`config.mk`:
```
export PLATFORM = sky130hd
export DESIGN_NAME = vector_output_drain_flat
export DESIGN_NICKNAME = d
export VERILOG_FILES = /design/src/rtl/vector_output_drain_if.sv /design/src/rtl/vector_output_drain.sv /design/src/flat_wrapper.sv
export SDC_FILE = /design/constraint.sdc
export NUM_CORES = 1
export LEC_CHECK = 0
export BUFFER_PORTS_ARGS = -buffer_cell sky130_fd_sc_hd__buf_2
export CORE_ASPECT_RATIO = 1.1
export CORE_UTILIZATION = 59
export CTS_CLUSTER_SIZE = 25
export DETAILED_ROUTE_END_ITERATION = 10
export GPL_TIMING_DRIVEN = 1
export PLACE_DENSITY_LB_ADDON = 0.25
export SKIP_LAST_GASP = 1
export SLEW_MARGIN = 20
export SYNTH_ARGS = -nofsm -noshare
export SYNTH_HDL_FRONTEND = slang
export SYNTH_SLANG_ARGS = --single-unit
```
`constraint.sdc`:
```
create_clock -name clock -period 5.3 [get_ports clock]
set_input_delay 0.53 -clock clock [delete_from_list [all_inputs] [get_ports clock]]
set_output_delay 0.53 -clock clock [all_outputs]
set_load 0.005 [all_outputs]
```
`src/rtl/vector_output_drain_if.sv`:
```
// Bundle between the CPU result port, the drain block and the downstream element sink.
// The slave modport is the drain block's side; the master modport is the CPU/sink side.
interface vector_output_drain_if #(
  parameter int DATA_WIDTH  = 16,
  parameter int VECTOR_SIZE = 6,
  parameter int FIFO_DEPTH  = 4
);
  localparam int VEC_W = VECTOR_SIZE * DATA_WIDTH;
  localparam int IDX_W = (VECTOR_SIZE > 1) ? $clog2(VECTOR_SIZE) : 1;
  localparam int CNT_W = $clog2(FIFO_DEPTH + 1);

  logic [VEC_W-1:0]      vectorIn;
  logic                  vectorValid;
  logic [DATA_WIDTH-1:0] elementOut;
  logic                  elementValid;
  logic                  elementReady;
  logic [IDX_W-1:0]      elementIndex;
  logic                  lastElement;
  logic [CNT_W-1:0]      fifoCount;
  logic                  overflow;

  modport slave (
    input  vectorIn, vectorValid, elementReady,
    output elementOut, elementValid, elementIndex, lastElement, fifoCount, overflow
  );

  modport master (
    output vectorIn, vectorValid, elementReady,
    input  elementOut, elementValid, elementIndex, lastElement, fifoCount, overflow
  );
endinterface

```
`src/rtl/vector_output_drain.sv`:
```
// Buffers whole CPU result vectors in a small FIFO and streams them out one element per transfer.
// Stream handshake: an element moves when elementValid && elementReady on a rising edge; while
// elementValid is high and elementReady is low, elementOut/elementIndex hold their values.
module vector_output_drain #(
  parameter int DATA_WIDTH  = 16,
  parameter int VECTOR_SIZE = 6,
  parameter int FIFO_DEPTH  = 4
) (
  input  logic                 clock,
  input  logic                 reset,
  vector_output_drain_if.slave bus,
  output logic                 dbg_state_o
);
  localparam int VEC_W = VECTOR_SIZE * DATA_WIDTH;
  localparam int IDX_W = (VECTOR_SIZE > 1) ? $clog2(VECTOR_SIZE) : 1;
  localparam int PTR_W = (FIFO_DEPTH > 1) ? $clog2(FIFO_DEPTH) : 1;
  localparam int CNT_W = $clog2(FIFO_DEPTH + 1);
  localparam logic [IDX_W-1:0] LAST_IDX = IDX_W'(VECTOR_SIZE - 1);
  localparam logic [CNT_W-1:0] FULL_CNT = CNT_W'(FIFO_DEPTH);

  typedef enum logic {IDLE = 1'b0, SEND = 1'b1} state_e;

  state_e           state_q, state_d;
  logic [VEC_W-1:0] mem_q [FIFO_DEPTH];
  logic [PTR_W-1:0] wr_ptr_q, wr_ptr_d;
  logic [PTR_W-1:0] rd_ptr_q, rd_ptr_d;
  logic [CNT_W-1:0] count_q, count_d;
  logic [IDX_W-1:0] idx_q, idx_d;
  logic             overflow_q, overflow_d;

  logic [VEC_W-1:0] head;
  logic             full, transfer, pop, push;

  always_ff @(posedge clock) begin
    if (reset) begin
      state_q    <= IDLE;
      wr_ptr_q   <= '0;
      rd_ptr_q   <= '0;
      count_q    <= '0;
      idx_q      <= '0;
      overflow_q <= 1'b0;
    end else begin
      state_q    <= state_d;
      wr_ptr_q   <= wr_ptr_d;
      rd_ptr_q   <= rd_ptr_d;
      count_q    <= count_d;
      idx_q      <= idx_d;
      overflow_q <= overflow_d;
    end
  end

  // Storage needs no reset: count and pointers decide what is valid.
  always_ff @(posedge clock) begin
    if (!reset && push) begin
      mem_q[wr_ptr_q] <= bus.vectorIn;
    end
  end

  always_comb begin
    head     = mem_q[rd_ptr_q];
    full     = (count_q == FULL_CNT);
    transfer = (state_q == SEND) && bus.elementReady;
    pop      = transfer && (idx_q == LAST_IDX);
    // A full FIFO still accepts a vector when the head leaves on the same edge.
    push     = bus.vectorValid && (!full || pop);

    wr_ptr_d   = push ? wr_ptr_q + PTR_W'(1) : wr_ptr_q;
    rd_ptr_d   = pop ? rd_ptr_q + PTR_W'(1) : rd_ptr_q;
    count_d    = count_q + CNT_W'(push) - CNT_W'(pop);
    overflow_d = overflow_q | (bus.vectorValid && !push);

    idx_d = idx_q;
    if (transfer) begin
      idx_d = pop ? '0 : idx_q + IDX_W'(1);
    end

    state_d = state_q;
    case (state_q)
      IDLE:    if (count_d != '0) state_d = SEND;
      SEND:    if (pop && (count_d == '0)) state_d = IDLE;
      default: state_d = IDLE;
    endcase
  end

  assign bus.elementValid = (state_q == SEND);
  assign bus.elementOut   = (state_q == SEND) ? head[idx_q*DATA_WIDTH +: DATA_WIDTH] : '0;
  assign bus.elementIndex = idx_q;
  assign bus.lastElement  = (state_q == SEND) && (idx_q == LAST_IDX);
  assign bus.fifoCount    = count_q;
  assign bus.overflow     = overflow_q;
  assign dbg_state_o      = state_q;
endmodule

```
`src/flat_wrapper.sv`:
```
// flat-port wrapper written by rule: the top's interface ports become plain ports
module vector_output_drain_flat 
#(
  parameter int DATA_WIDTH  = 16,
  parameter int VECTOR_SIZE = 6,
  parameter int FIFO_DEPTH  = 4
)
  (clock, reset, dbg_state_o, bus_vectorIn, bus_vectorValid, bus_elementReady, bus_elementOut, bus_elementValid, bus_elementIndex, bus_lastElement, bus_fifoCount, bus_overflow);
  vector_output_drain_if #(.DATA_WIDTH(DATA_WIDTH), .VECTOR_SIZE(VECTOR_SIZE), .FIFO_DEPTH(FIFO_DEPTH)) bus_i ();
  input  logic clock;
  input  logic reset;
  output logic dbg_state_o;
  input wire logic [$bits(bus_i.vectorIn)-1:0] bus_vectorIn;
  input wire logic [$bits(bus_i.vectorValid)-1:0] bus_vectorValid;
  input wire logic [$bits(bus_i.elementReady)-1:0] bus_elementReady;
  output wire logic [$bits(bus_i.elementOut)-1:0] bus_elementOut;
  output wire logic [$bits(bus_i.elementValid)-1:0] bus_elementValid;
  output wire logic [$bits(bus_i.elementIndex)-1:0] bus_elementIndex;
  output wire logic [$bits(bus_i.lastElement)-1:0] bus_lastElement;
  output wire logic [$bits(bus_i.fifoCount)-1:0] bus_fifoCount;
  output wire logic [$bits(bus_i.overflow)-1:0] bus_overflow;
  assign bus_i.vectorIn = bus_vectorIn;
  assign bus_i.vectorValid = bus_vectorValid;
  assign bus_i.elementReady = bus_elementReady;
  assign bus_elementOut = bus_i.elementOut;
  assign bus_elementValid = bus_i.elementValid;
  assign bus_elementIndex = bus_i.elementIndex;
  assign bus_lastElement = bus_i.lastElement;
  assign bus_fifoCount = bus_i.fifoCount;
  assign bus_overflow = bus_i.overflow;
  vector_output_drain #(.DATA_WIDTH(DATA_WIDTH), .VECTOR_SIZE(VECTOR_SIZE), .FIFO_DEPTH(FIFO_DEPTH)) u_core (.clock(clock), .reset(reset), .bus(bus_i), .dbg_state_o(dbg_state_o));
endmodule
```
==> metrics.log <==
[metrics] Slew headroom: approximately 25%
[metrics] Reg2Reg Setup Slack: ~2.2 ns
[metrics] post-layout power: around 7 mW
[metrics] 1st-pass router iterations: 5
[metrics] largest net degree at the start of global routing: 97
[metrics] Setup TNS: 0 ns
[metrics] number of buffers inserted during clock tree synthesis: 40
[metrics] worst vdd rail ir drop: 0.0002772 V
[metrics] post-synthesis area per instance: 21.32 µm²
[metrics] biggest cell delay along the critical path: between 0.9 and 1 ns
[metrics] clock tree from TritonCTS: done
[metrics] Buf+Inv Stages, Crit Path: 3
[metrics] combined global-route utilization of all metal layers: 23.54%
[metrics] vias per std cell: between 6 and 7
[metrics] outcome: complete, no violations
[metrics] final number of hold-violating endpoints: 0
[metrics] post-layout util: a little over two thirds
[metrics] path category of the worst min-delay check: in -> reg
[metrics] cell occurring most often along the worst timing path: sky130_fd_sc_hd__buf_4
[metrics] highest-count cells in the layout ignoring fill and taps: sky130_fd_sc_hd__edfxtp_1 (384), sky130_fd_sc_hd__buf_2 (125), sky130_fd_sc_hd__mux4_2 (59)
[metrics] global-route congestion overflow total: 0
[metrics] number of warnings printed during yosys synthesis: 0
[metrics] layout-stage area growth over the synthesis result: 14.78%
[metrics] remaining number of nets flagged by the antenna check after routing: 0
[metrics] wire length after detailed routing: 30600 µm
[metrics] sequence of cells on the critical path: buf_4, nor3b_2, buf_4, a22oi_1, o211ai_1, buf_2
[metrics] die boundary height: 171.6 µm
[metrics] quantity of hold-fixing buffers added after cts: 0
[metrics] CORE AREA: between 20000 and 30000 µm²
[metrics] commonest non-fill, non-tap cell in the layout: sky130_fd_sc_hd__edfxtp_1
[metrics] width of the die: 156.2 µm
[metrics] H-tree levels: 2
[metrics] setup repair after global routing missed its margin: false
[metrics] highest net fanout along the worst path: 24
[metrics] part of the Yosys area used for sequential elements: ~77%
[metrics] count of input and output buffers: between 100 and 150
[metrics] DIE AREA: between 20000 and 30000 µm²
[metrics] number of storage elements in the synthesis netlist: between 300 and 400
[metrics] summed instance area of the synthesized netlist: between 15000 and 20000 µm²
[metrics] Residual DRC: 0
[metrics] slew at the pin closest to its max-slew limit: 1.116 ns
[metrics] synthesized instance count: between 700 and 800
[metrics] number of pins with negative max-slew slack in the final report: 0
[metrics] WS Path Type: reg -> out
[metrics] element type at the critical path start: register
[metrics] cell chosen for the clock root: sky130_fd_sc_hd__clkbuf_16
[metrics] final period demand of the worst path: ~3.8 ns
[metrics] post-synthesis async set-or-reset flop share: 0%
[metrics] maximum root-to-sink buffer count: 3
[metrics] placer congestion estimate: about 0.77
[metrics] global-route wire length before repair: between 40000 and 50000 µm
[metrics] post-CTS setup buffer count: 0
[metrics] number of global-route vias before repair: approximately 7800
[metrics] worst skew pair latency: about 0.53 ns
[metrics] cell with the biggest individual delay on the critical path: sky130_fd_sc_hd__nor3b_2
[metrics] category of the worst setup path capture point: output port
[metrics] leak pwr: 5.726 nW
[metrics] DRC marker count from the first detailed-route iteration: 841
[metrics] number of sinks driven by the clock tree: between 300 and 400
[metrics] number of cells upsized or downsized after cts: 0
[metrics] number of violations of the max-capacitance limit: 0
[metrics] number of antenna violations at the first check in global routing: 5
[metrics] data arrival time at the worst-slack endpoint: 3.31 ns
[metrics] detail-routed net length per standard cell: roughly 25 µm
[metrics] initial core utilization: about three fifths
[metrics] cell row count: just over 60
[metrics] ratio of cells with drive above 1 in the final layout: a little under a third
[metrics] Pwr Density: 394.1 nW/µm²
[metrics] HPWL after detailed placement: roughly 18000 µm
[metrics] Worst Clk Skew: 0.01732 ns
[metrics] Required @ worst endpoint: about 4.8 ns
[metrics] leading register cell type out of synthesis: sky130_fd_sc_hd__edfxtp_1
[metrics] Synth cell types: 46
[metrics] CP top delay family: buffers and inverters
[metrics] setup-violating endpoint count in the final report: 0
[metrics] total nets after synthesis: about 830
[metrics] highest clock rate: ~260 MHz
[metrics] total I/O pin count: between 100 and 150
[metrics] crit share post-route: around 72%
[metrics] clock-pin slew on the worst setup and hold paths: roughly 0.060 ns
[metrics] number of enable-type register cells in the synthesized netlist: 384
[metrics] fin nets: 975
[metrics] Vias: between 7000 and 8000
[synth_stat cells, types with 2 or more instances]
| master | count | share of area [%] |
|---|---|---|
| sky130_fd_sc_hd__clkbuf_1 | 9 | 0.22 |
| sky130_fd_sc_hd__mux2_2 | 7 | 0.51 |
| sky130_fd_sc_hd__ha_1 | 7 | 0.57 |
| sky130_fd_sc_hd__nor2b_1 | 7 | 0.28 |
| sky130_fd_sc_hd__mux4_2 | 59 | 8.6 |
| sky130_fd_sc_hd__xnor2_1 | 4 | 0.23 |
| sky130_fd_sc_hd__a22oi_1 | 34 | 1.7 |
| sky130_fd_sc_hd__buf_4 | 2 | 0.097 |
| sky130_fd_sc_hd__nand3_1 | 11 | 0.36 |
| sky130_fd_sc_hd__o22ai_1 | 2 | 0.081 |
| sky130_fd_sc_hd__nor3b_2 | 2 | 0.16 |
| sky130_fd_sc_hd__nand2b_1 | 2 | 0.081 |
| sky130_fd_sc_hd__mux2i_1 | 58 | 3.8 |
| sky130_fd_sc_hd__buf_2 | 15 | 0.49 |
| sky130_fd_sc_hd__and2_1 | 5 | 0.20 |
| sky130_fd_sc_hd__buf_6 | 8 | 0.58 |
| sky130_fd_sc_hd__o21ai_0 | 3 | 0.097 |
| sky130_fd_sc_hd__o211ai_1 | 16 | 0.78 |
| sky130_fd_sc_hd__nor2_1 | 14 | 0.34 |
| sky130_fd_sc_hd__dfxtp_1 | 14 | 1.8 |
| sky130_fd_sc_hd__mux4_1 | 13 | 2.2 |
| sky130_fd_sc_hd__inv_1 | 5 | 0.12 |
| sky130_fd_sc_hd__edfxtp_1 | 384 | 75 |
| sky130_fd_sc_hd__a211oi_1 | 6 | 0.29 |
| sky130_fd_sc_hd__nand2_1 | 12 | 0.29 |
| sky130_fd_sc_hd__a21oi_1 | 5 | 0.16 |
[final cells by class]
| class | instances | area [µm²] |
|---|---|---|
| fillers | 1568 | 7775 |
| multi-input cells | 282 | 3351 |
| inverters | 5 | 18.77 |
| repair buffers | 140 | 783.3 |
| clock inverters | 22 | 212.7 |
| well taps | 346 | 432.9 |
| diodes | 4 | 10.01 |
| flip-flops and latches | 398 | 11820 |
| clock buffers | 52 | 1089 |
[routing by layer]
layer | vias up | part of all wire (%) | global-route usage, %
met4 | 2 | 2.5 | 7.332
met3 | 59 | 5.3 | 4.031
met1 | 3911 | 41 | 32.07
met2 | 243 | 51 | 39.27
met5 | - | 0.036 | 0
li1 | 3327 | - | -
[registers in the layout, summed over array words and instances (netlist names), named ones only]
| signal | cells |
|---|---|
| u_core.bus.elementValid | 1 |
| u_core.wr_ptr_q | 2 |
| u_core.rd_ptr_q | 2 |
| u_core.bus.overflow | 1 |
| u_core.mem_q | 384 |
| u_core.bus.fifoCount | 3 |
| u_core.bus.elementIndex | 3 |
[path summary, 6_finish.rpt]
path	from	endpoint	depth (start not counted)
worst max-delay path	u_core.bus.elementIndex[0]$_SDFFE_PP0P_	bus_elementOut[15]	6
worst min-delay path	bus_vectorIn[90]	u_core.mem_q[2][90]$_DFFE_PP_	1
worst min register to register	u_core.bus.overflow$_SDFF_PP0_	u_core.bus.overflow$_SDFF_PP0_	2
worst max register to register	u_core.bus.elementIndex[0]$_SDFFE_PP0P_	u_core.mem_q[3][38]$_DFFE_PP_	6
[power breakdown]
group          total, mW  internal [mW]  switching (mW)
combinational      0.529          0.207           0.322
sequential          3.70           3.64          0.0571
clock               2.76           1.65            1.11
total               6.98           5.49            1.49
[through the flow]
| stage | worst slack [ns] | cells | hold slack, ns | instance area [µm²] |
|---|---|---|---|---|
| finish | 1.461 | 1249 | 0.2164 | 17720 |
| global placement | 1.991 | 1170 | 0.4549 | 16380 |
| floorplan | 1.257 | 724 | 0.4604 | 15440 |
| detailed placement | 1.981 | 1170 | 0.4554 | 16380 |
| CTS | 1.413 | 1244 | 0.1959 | 17680 |
| global route | 1.375 | 1248 | 0.1977 | 17710 |
[cell families (layout without fill, tap and decap cells)]
family / Yosys count / after routing / share of synthesized area (%)
DFF: 398 / 398 / 76.52
muxes: 137 / 137 / 15.09
AOI/OAI and AO/OA: 72 / 72 / 3.469
and+or+nand+nor: 60 / 60 / 2.099
buffers and inverters: 44 / 219 / 1.840
adders and majority gates: 8 / 8 / 0.6971
xor gates and xnor gates: 5 / 5 / 0.2837
other: 0 / 4 / 0
No activity file was read; power rests on OpenSTA's default activity.
